## src/rtl/bnn_vitals_binarizer_pkg.sv

```systemverilog
// Shared constants and types for the BNN vital-sign binarizer front-end.
// Feature width is tied to the classifier's XNOR/popcount stage, so N_CH stays at 8.
package bnn_pkg;

  localparam int N_CH   = 8;
  localparam int DATA_W = 8;
  localparam int CH_W   = $clog2(N_CH);
  localparam int CNT_W  = 8;

  localparam logic [3:0]        CFG_ADDR_POL = 4'd8;
  localparam logic [DATA_W-1:0] THR_RESET    = 8'h80;
  localparam logic [CH_W-1:0]   LAST_CH      = CH_W'(N_CH - 1);

  typedef enum logic {
    COLLECT = 1'b0,
    EMIT    = 1'b1
  } state_e;

endpackage

```

## src/rtl/bnn_vitals_binarizer_chan_cmp.sv

```systemverilog
// Single-channel binarizer: threshold compare with optional polarity inversion.
// Pure combinational; the top feeds it through a channel-index mux.
module bnn_chan_cmp
  import bnn_pkg::*;
(
  input  logic [DATA_W-1:0] sample_i,
  input  logic [DATA_W-1:0] thr_i,
  input  logic              pol_i,
  output logic              bit_o
);

  logic ge;

  // Inverted polarity turns ">= thr" into "< thr", which is exactly the complement.
  assign ge    = (sample_i >= thr_i);
  assign bit_o = pol_i ? ~ge : ge;

endmodule

```

## src/rtl/bnn_vitals_binarizer.sv

```systemverilog
// Vital-sign binarizer: collects eight samples per frame, thresholds each one and
// presents the packed feature vector with a one-cycle valid pulse.
module bnn_vitals_binarizer
  import bnn_pkg::*;
(
  input  logic              clk,
  input  logic              rst_n,
  input  logic              cfg_we,
  input  logic [3:0]        cfg_addr,
  input  logic [DATA_W-1:0] cfg_data,
  input  logic              s_valid,
  output logic              s_ready,
  input  logic [DATA_W-1:0] s_data,
  input  logic              s_last,
  output logic [N_CH-1:0]   feat_out,
  output logic              feat_valid,
  output logic              frame_err,
  output logic [CNT_W-1:0]  frame_cnt
);

  state_e             state_q, state_d;
  logic               ready_q, ready_d;
  logic [CH_W-1:0]    ch_idx_q, ch_idx_d;
  logic [N_CH-1:0]    acc_q, acc_d, acc_upd;
  logic [N_CH-1:0]    feat_q, feat_d;
  logic               feat_valid_q, feat_valid_d;
  logic               frame_err_q, frame_err_d;
  logic [CNT_W-1:0]   frame_cnt_q, frame_cnt_d;

  logic [DATA_W-1:0]  thr_q [N_CH];
  logic [DATA_W-1:0]  thr_d [N_CH];
  logic [N_CH-1:0]    pol_q, pol_d;

  logic               accept;
  logic               is_last_ch;
  logic               frame_done;
  logic               framing_bad;
  logic [DATA_W-1:0]  sel_thr;
  logic               sel_pol;
  logic               cmp_bit;

  // Config register file; the compare below always sees the pre-edge values.
  always_comb begin
    pol_d = pol_q;
    for (int i = 0; i < N_CH; i++) begin
      thr_d[i] = thr_q[i];
    end
    if (cfg_we) begin
      if (cfg_addr == CFG_ADDR_POL) begin
        pol_d = cfg_data[N_CH-1:0];
      end else if (cfg_addr < 4'(N_CH)) begin
        thr_d[cfg_addr[CH_W-1:0]] = cfg_data;
      end
    end
  end

  always_ff @(posedge clk or negedge rst_n) begin
    if (!rst_n) begin
      pol_q <= '0;
      for (int i = 0; i < N_CH; i++) begin
        thr_q[i] <= THR_RESET;
      end
    end else begin
      pol_q <= pol_d;
      for (int i = 0; i < N_CH; i++) begin
        thr_q[i] <= thr_d[i];
      end
    end
  end

  assign sel_thr = thr_q[ch_idx_q];
  assign sel_pol = pol_q[ch_idx_q];

  bnn_chan_cmp u_cmp (
    .sample_i (s_data),
    .thr_i    (sel_thr),
    .pol_i    (sel_pol),
    .bit_o    (cmp_bit)
  );

  // ready_q is a registered copy of "next state is COLLECT", so it is low during reset.
  assign accept      = s_valid & ready_q;
  assign is_last_ch  = (ch_idx_q == LAST_CH);
  assign frame_done  = accept & s_last & is_last_ch;
  assign framing_bad = accept & (s_last ^ is_last_ch);

  for (genvar gi = 0; gi < N_CH; gi++) begin : g_acc
    assign acc_upd[gi] = (accept && (ch_idx_q == CH_W'(gi))) ? cmp_bit : acc_q[gi];
  end

  always_comb begin
    state_d      = state_q;
    ch_idx_d     = ch_idx_q;
    acc_d        = acc_upd;
    feat_d       = feat_q;
    feat_valid_d = 1'b0;
    frame_err_d  = 1'b0;
    frame_cnt_d  = frame_cnt_q;
    case (state_q)
      COLLECT: begin
        if (framing_bad) begin
          ch_idx_d    = '0;
          acc_d       = '0;
          frame_err_d = 1'b1;
        end else if (frame_done) begin
          feat_d       = acc_upd;
          feat_valid_d = 1'b1;
          frame_cnt_d  = frame_cnt_q + CNT_W'(1);
          acc_d        = '0;
          ch_idx_d     = '0;
          state_d      = EMIT;
        end else if (accept) begin
          ch_idx_d = ch_idx_q + CH_W'(1);
        end
      end
      EMIT: begin
        state_d = COLLECT;
      end
      default: begin
        state_d = COLLECT;
      end
    endcase
    ready_d = (state_d == COLLECT);
  end

  always_ff @(posedge clk or negedge rst_n) begin
    if (!rst_n) begin
      state_q      <= COLLECT;
      ready_q      <= 1'b0;
      ch_idx_q     <= '0;
      acc_q        <= '0;
      feat_q       <= '0;
      feat_valid_q <= 1'b0;
      frame_err_q  <= 1'b0;
      frame_cnt_q  <= '0;
    end else begin
      state_q      <= state_d;
      ready_q      <= ready_d;
      ch_idx_q     <= ch_idx_d;
      acc_q        <= acc_d;
      feat_q       <= feat_d;
      feat_valid_q <= feat_valid_d;
      frame_err_q  <= frame_err_d;
      frame_cnt_q  <= frame_cnt_d;
    end
  end

  assign s_ready    = ready_q;
  assign feat_out   = feat_q;
  assign feat_valid = feat_valid_q;
  assign frame_err  = frame_err_q;
  assign frame_cnt  = frame_cnt_q;

endmodule
```

## config.mk

```make
export PLATFORM = sky130hd
export DESIGN_NAME = bnn_vitals_binarizer
export DESIGN_NICKNAME = d
export VERILOG_FILES = /design/src/rtl/bnn_vitals_binarizer_pkg.sv /design/src/rtl/bnn_vitals_binarizer_chan_cmp.sv /design/src/rtl/bnn_vitals_binarizer.sv
export SDC_FILE = /design/constraint.sdc
export NUM_CORES = 1
export LEC_CHECK = 0
export BUFFER_PORTS_ARGS = -buffer_cell sky130_fd_sc_hd__buf_2
export CAP_MARGIN = 25
export CORE_ASPECT_RATIO = 2
export CORE_MARGIN = 2
export CORE_UTILIZATION = 30
export CTS_CLUSTER_DIAMETER = 200
export CTS_CLUSTER_SIZE = 10
export DETAILED_ROUTE_END_ITERATION = 12
export MAX_ROUTING_LAYER = met4
export SLEW_MARGIN = 20
export SYNTH_ARGS = -nofsm -noshare
export SYNTH_HDL_FRONTEND = slang
export SYNTH_SLANG_ARGS = --single-unit
```

## constraint.sdc

```tcl
create_clock -name clk -period 5.65 [get_ports clk]
set_input_delay 0 -clock clk [delete_from_list [all_inputs] [get_ports clk]]
set_output_delay 0 -clock clk [all_outputs]
set_load 0.05 [all_outputs]
```

# Word-level counts from Yosys, hierarchy flattened
# Index checks and enable logic that the tools add are counted.
word_totals:
  ff_bits: 103
  in_bits: 25
  output_inout_bits: 19
  wordCells: 89
op_classes:
  add_sub_neg: 2
  n_lt_le_gt_ge: 6
  eq_ne: 8
  muxes: 29
  bitwise_logic: 12
  n_reduce_logical: 15
op_table:
  columns: ["cell", "count"]
  rows:
  - ["bitwise mux 64 bit", 1]
  - ["two-way mux 8 bit", 6]
  - ["binary-select mux 8 bit (select 3 bit)", 1]
  - ["demux 8 bit (select 3 bit)", 1]
  - ["two-way mux 1 bit", 15]
  - ["== test 3 bit, second input constant", 4]
  - ["logical AND 1 bit", 9]
  - ["two-way mux 3 bit", 3]
  - ["adder 8 x 1 -> 8 bit, second input constant", 1]
  - ["greater-or-equal comparator 4 bit, second input constant", 2]
  - ["greater-or-equal comparator 8 bit", 1]
  - ["NOT 3 -> 4 bit", 2]
  - ["== test 3 x 2 -> 1 bit, second input constant", 2]
  - ["AND reduction 3 bit", 2]
  - ["NOT 1 bit", 5]
  - ["AND 1 bit", 4]
  - ["== test 4 bit, second input constant", 1]
  - ["less-than comparator 3 x 4 -> 1 bit, second input constant", 1]
  - ["less-than comparator 4 x 1 -> 1 bit, second input constant", 1]
  - ["less-than comparator 4 bit, second input constant", 1]
  - ["AND reduction 2 bit", 2]
  - ["adder 3 x 1 -> 3 bit, second input constant", 1]
  - ["binary-select mux 1 bit (select 3 bit)", 1]
  - ["== test 3 x 1 -> 1 bit, second input constant", 1]
  - ["4 further kinds", 4]

# Logic depth before layout (Yosys ltp)
logic_depth:
  ltp_word: 11
  mapped_depth: 10
  depth_no_buf: 9

# Cells and area by module
# A second synthesis with hierarchy kept.
hier_totals:
  hier_cells: 359
  area_unflattened_um2: 4843.4
by_module_without_submodules:
  columns: ["mod", "instances", "cells_per_inst", "area_each_um2", "seq_area_each_um2"]
  rows:
  - ["bnn_vitals_binarizer", 1, 332, 4644.5, 2562.5]
  - ["bnn_chan_cmp", 1, 27, 198.9, 0.0]

# Least setup slack after synthesis
# No wires, ideal clock.
synth_timing:
  path_kind: "register to register"
  startpoint: "register ch_idx_q[0]"
  endpoint: "register feat_q[6] (netlist: feat_out[6])"
  setup_time_ns: 0.132
  t_arrival_ns: 2.898
  t_required_ns: 5.518
  path_slack_ns: 2.619
  stages_incl_launch_ff: 10
  n_path_buf: 2
  synth_period_minus_slack_ns: 3.031
  cell_sequence: "dfrtp_1 > buf_2 > buf_2 > mux4_2 > mux2i_1 > ha_1 > a2111o_1 > a31oi_4 > mux2i_1 > o31ai_1"
synth_via:
  elab_chain_cells: 8
  word_cells_on_any_way: 18
  classes_between: "order compare (1); eq/ne (2); mux (7); bitwise (6); reduce/logical (2)"
synth_rtl:
  columns: ["element", "line_no", "text"]
  rows:
  - ["start, declared", "bnn_vitals_binarizer.sv:23", "logic [CH_W-1:0] ch_idx_q, ch_idx_d;"]
  - ["start signal, assigned", "bnn_vitals_binarizer.sv:139", "ch_idx_q <= ch_idx_d;"]
  - ["NOT 3 -> 4 bit (not written as such)", "bnn_vitals_binarizer.sv:71", "assign sel_thr = thr_q[ch_idx_q];"]
  - ["binary-select mux 8 bit (select 3 bit)", "bnn_vitals_binarizer.sv:71", null]
  - ["two-way mux 8 bit (not written as such) (2 in a row)", "bnn_vitals_binarizer.sv:71", null]
  - ["greater-or-equal comparator 8 bit", "bnn_vitals_binarizer_chan_cmp.sv:15", "assign ge = (sample_i >= thr_i);"]
  - ["NOT 1 bit", "bnn_vitals_binarizer_chan_cmp.sv:16", "assign bit_o = pol_i ? ~ge : ge;"]
  - ["two-way mux 1 bit", "bnn_vitals_binarizer_chan_cmp.sv:16", null]
  - ["two-way mux 1 bit", "bnn_vitals_binarizer.sv:88", "assign acc_upd[gi] = (accept && (ch_idx_q == CH_W'(gi))) ? cmp_bit : acc_q[gi];"]
  - ["end signal, assigned", "bnn_vitals_binarizer.sv:141", "feat_q <= feat_d;"]
  - ["end, declared", "bnn_vitals_binarizer.sv:25", "logic [N_CH-1:0] feat_q, feat_d;"]
# Several ways; a longest one is shown, not always the timed one. The select of a mux whose other input is x is not followed.
# A chain may end at the register's enable or synchronous reset.

# Worst setup path after layout
layout_timing:
  startpoint: "register ch_idx_q[0]"
  endpoint: "register feat_q[1] (netlist: feat_out[1])"
# The elaborated chain is that of the path after synthesis.

==> summary.txt <==
Run
  • Max capacitance violation total: 0

Yosys
  • Number of warning messages in the yosys log: 0
  • Synth Flop Type: sky130_fd_sc_hd__dfrtp_1
  • Share of Yosys cell area claimed by the top area cell type: 0.482
  • Top cells by count, synth: sky130_fd_sc_hd__dfrtp_1 (93), sky130_fd_sc_hd__mux2_2 (73), sky130_fd_sc_hd__nand2_1 (36), sky130_fd_sc_hd__mux4_2 (18)
  • Fraction of registers with async set/reset: 1.00
  • Synth cell types: 34
  • Most area-consuming cells after synthesis: sky130_fd_sc_hd__dfrtp_1 (48%), sky130_fd_sc_hd__mux2_2 (17%), sky130_fd_sc_hd__mux4_2 (8.4%)
  • Synth Net Count: 393
  • EDFF count, synth: 0
  • Flip-flop and latch count after synthesis: 101
  • Average size of a mapped cell: 13.7 sq um
  • Summed instance area of the synthesized netlist: 0.00483 sq mm
  • Leading area contributor after synthesis: sky130_fd_sc_hd__dfrtp_1
  • Cell count after synthesis: 353
  • Share of the yosys chip area belonging to registers: 0.525
  • Most instantiated library cell after synthesis: sky130_fd_sc_hd__dfrtp_1

Worst setup path
  • Delay of the slowest cell on the worst path: 0.67 ns
  • Start point of the critical path: ch_idx_q[0]
  • Critical Path Slowest Stage Cell: sky130_fd_sc_hd__dfrtp_1
  • Signal arrival time at the worst endpoint: 3.54 ns
  • CP dominant cell by count: sky130_fd_sc_hd__mux2i_1
  • Worst Path Class, Setup: reg -> reg
  • Reg-to-reg startpoint: ch_idx_q[0]
  • Maximum fanout along the worst path: 12
  • Worst path cell trace: buf_4 > mux4_2 > mux2i_1 > ha_1 > a2111o_1 > a31oi_4 > mux2i_1 > o31ai_1
  • Count of buffering cells on the critical path with inverters included: 1
  • Critical path launch point type: flip-flop
  • WP data required: 5.85 ns
  • Worst path top cell family by delay: multiplexers
  • Endpoint type of the worst setup path: flip-flop

Timing
  • Final number of max-transition violations: 0
  • Final number of hold-violating endpoints: 0
  • Post-layout min period: 3.34 ns
  • Setup skew after layout: 0.0108 ns
  • Slew @ Worst Pin: 1.03 ns
  • Highest attainable clock frequency: 0.299 GHz
  • Setup violators final: 0
  • Final sum of negative setup slack: 0 ns
  • Rel. slew slack: 0.312
  • Worst hold margin: 0.00714 ns
  • Setup repair after global routing missed its margin: no
  • Fraction of the cycle the final worst path needs: 0.591
  • Setup ws final: 2.31 ns

Final layout
  • NumNets Final: 441
  • Share of post-route cells with drive strength above 1: 0.416
  • Growth of design area from synthesis to finish: 16.7%
  • Final std cell area, no fill: 0.00564 sq mm
  • Layout Utilization: 0.357
  • Number of diodes added for antenna fixing: 0

Clock tree
  • Clk Tree Root Cell: sky130_fd_sc_hd__clkbuf_16
  • Hold-fix buffer count after cts: 2
  • H-tree levels: 3
  • CTS Buffer Depth: 2
  • Clock latency at the later pin of the worst-skew pair: 0.35 ns
  • Count of instances resized after the clock tree is built: 0
  • Clock sink count: 101
  • Clk pin slew, worst setup/hold paths: 0.07 ns
  • TritonCTS Buffers: 9
  • CTS tree: built
  • Buffers inserted during post-CTS setup optimization: 0

Detailed routing
  • First DRT Iteration DRCs: 196
  • Remaining DRCs: 0
  • Average vias per placed instance: 4.94
  • TritonRoute pass-1 iters: 4
  • Total wire length: 10.7 mm
  • WL per Instance: 17.7 microns
  • Total via count in the routed design: 2997
  • Antenna-violating nets left: 0

Floorplan
  • Overall die width: 93.7 microns
  • Starting utilization of the core area: 0.306
  • Die footprint: 0.0172 sq mm
  • Number of top-level pins: 44
  • Placement Rows: 65
  • Std-Cell Core Area: 0.0158 sq mm
  • Vertical extent of the die: 183 microns

Power and ir drop
  • IR drop worst, VDD: 0.126 mV
  • PD cells: 371 mW/mm^2
  • Leak Pwr: 2.53 nW

GRT
  • Total gr overflow: 0
  • Global-route wire length before repair: 17.3 mm
  • Pin count of the biggest net entering global routing: 70
  • Antenna violations before repair: 0
  • Total track usage: 0.138
  • Via count of the first global-routing pass: 3301

Place
  • Number of buffers added on ports: 43
  • Worst slack at placement: 2.23 ns
  • RD Place Congestion: 0.819
  • Placed cell areas: 0.00527 sq mm
  • Detailed placement HPWL: 7.87 mm

Outcome
  • Result of the run: finished clean

Min path
  • Hold Path Class: in -> reg
  • Startpoint of the worst hold path: cfg_data[0]
report_power, final:
part / total, mW / switching [mW] / internal, mW
registers: 0.946 / 0.0793 / 0.867
clock network: 0.683 / 0.279 / 0.404
logic: 0.462 / 0.211 / 0.251
registers in the layout (all words and copies together) (netlist names):
| name | cells |
|---|---|
| acc_q | 7 |
| feat_out | 8 |
| thr_q | 64 |
| s_ready | 1 |
| ch_idx_q | 3 |
| feat_valid | 1 |
| frame_cnt | 8 |
| frame_err | 1 |
| pol_q | 8 |
area by class of cell:
cell class              count  area [sq um]
clock inverters             6          95.1
clock buffers              10           239
repair buffers             49           275
well taps                 201           251
inverters                   5          18.8
flip-flops and latches    101          2540
fillers                  1560         10100
multi-input cells         235          2220
routing by layer:
metal  vias to the layer above  GRT usage  routed length, microns
met3                        16     0.0279                     357
met2                        50      0.256                    6240
li1                       1380          -                       -
met5                         -          -                       0
met1                      1551      0.138                    3860
met4                         0     0.0562                     258
worst paths after layout:
kind                                 to  slack, ns  cells past startpoint
min in group asynchronous     thr_q[28]       0.14                      2
hold / removal                thr_q[24]      0.007                      2
max in group asynchronous  frame_cnt[5]       4.28                      3
hold reg to reg            frame_cnt[7]       0.47                      1
setup reg to reg            feat_out[1]       2.31                      8
setup / recovery            feat_out[1]       2.31                      8
cells by family (layout without fill, tap and decap cells):
kind of cell / count (synthesis) / after routing / share of synthesized area
flops: 101 / 101 / 0.525
fa+ha+maj: 15 / 15 / 0.0388
simple gates: 88 / 88 / 0.0906
mux: 106 / 106 / 0.288
xor+xnor: 9 / 9 / 0.0163
buf+inv: 17 / 70 / 0.0153
compound gates: 17 / 17 / 0.0262
placed cells by master, fill, tap and decap left out, drive strengths merged:
master	instances
a2111o	1
a21oi	2
a31oi	1
and2	1
and3	8
and3b	1
buf	47
bufinv	2
clkbuf	10
clkinv	1
clkinvlp	2
dfrtp	93
dfstp	8
dlygate4sd3	2
ha	15
inv	6
mux2	73
mux2i	15
mux4	18
nand2	36
nand2b	5
nand3	6
nand3b	2
nand4	2
nor2	15
nor3	10
nor3b	1
nor4	1
o21ai	5
o22ai	1
o31ai	7
xnor2	8
xor2	1
per-stage QoR:
step | power (mW) | std cells
3_5_place_dp | 1.42 | 588
6_report | 2.09 | 607
3_3_place_gp | 1.40 | 588
2_1_floorplan | 1.29 | 353
4_1_cts | 2.11 | 606
5_1_grt | 2.20 | 607
No activity file was read; power rests on OpenSTA's default activity.
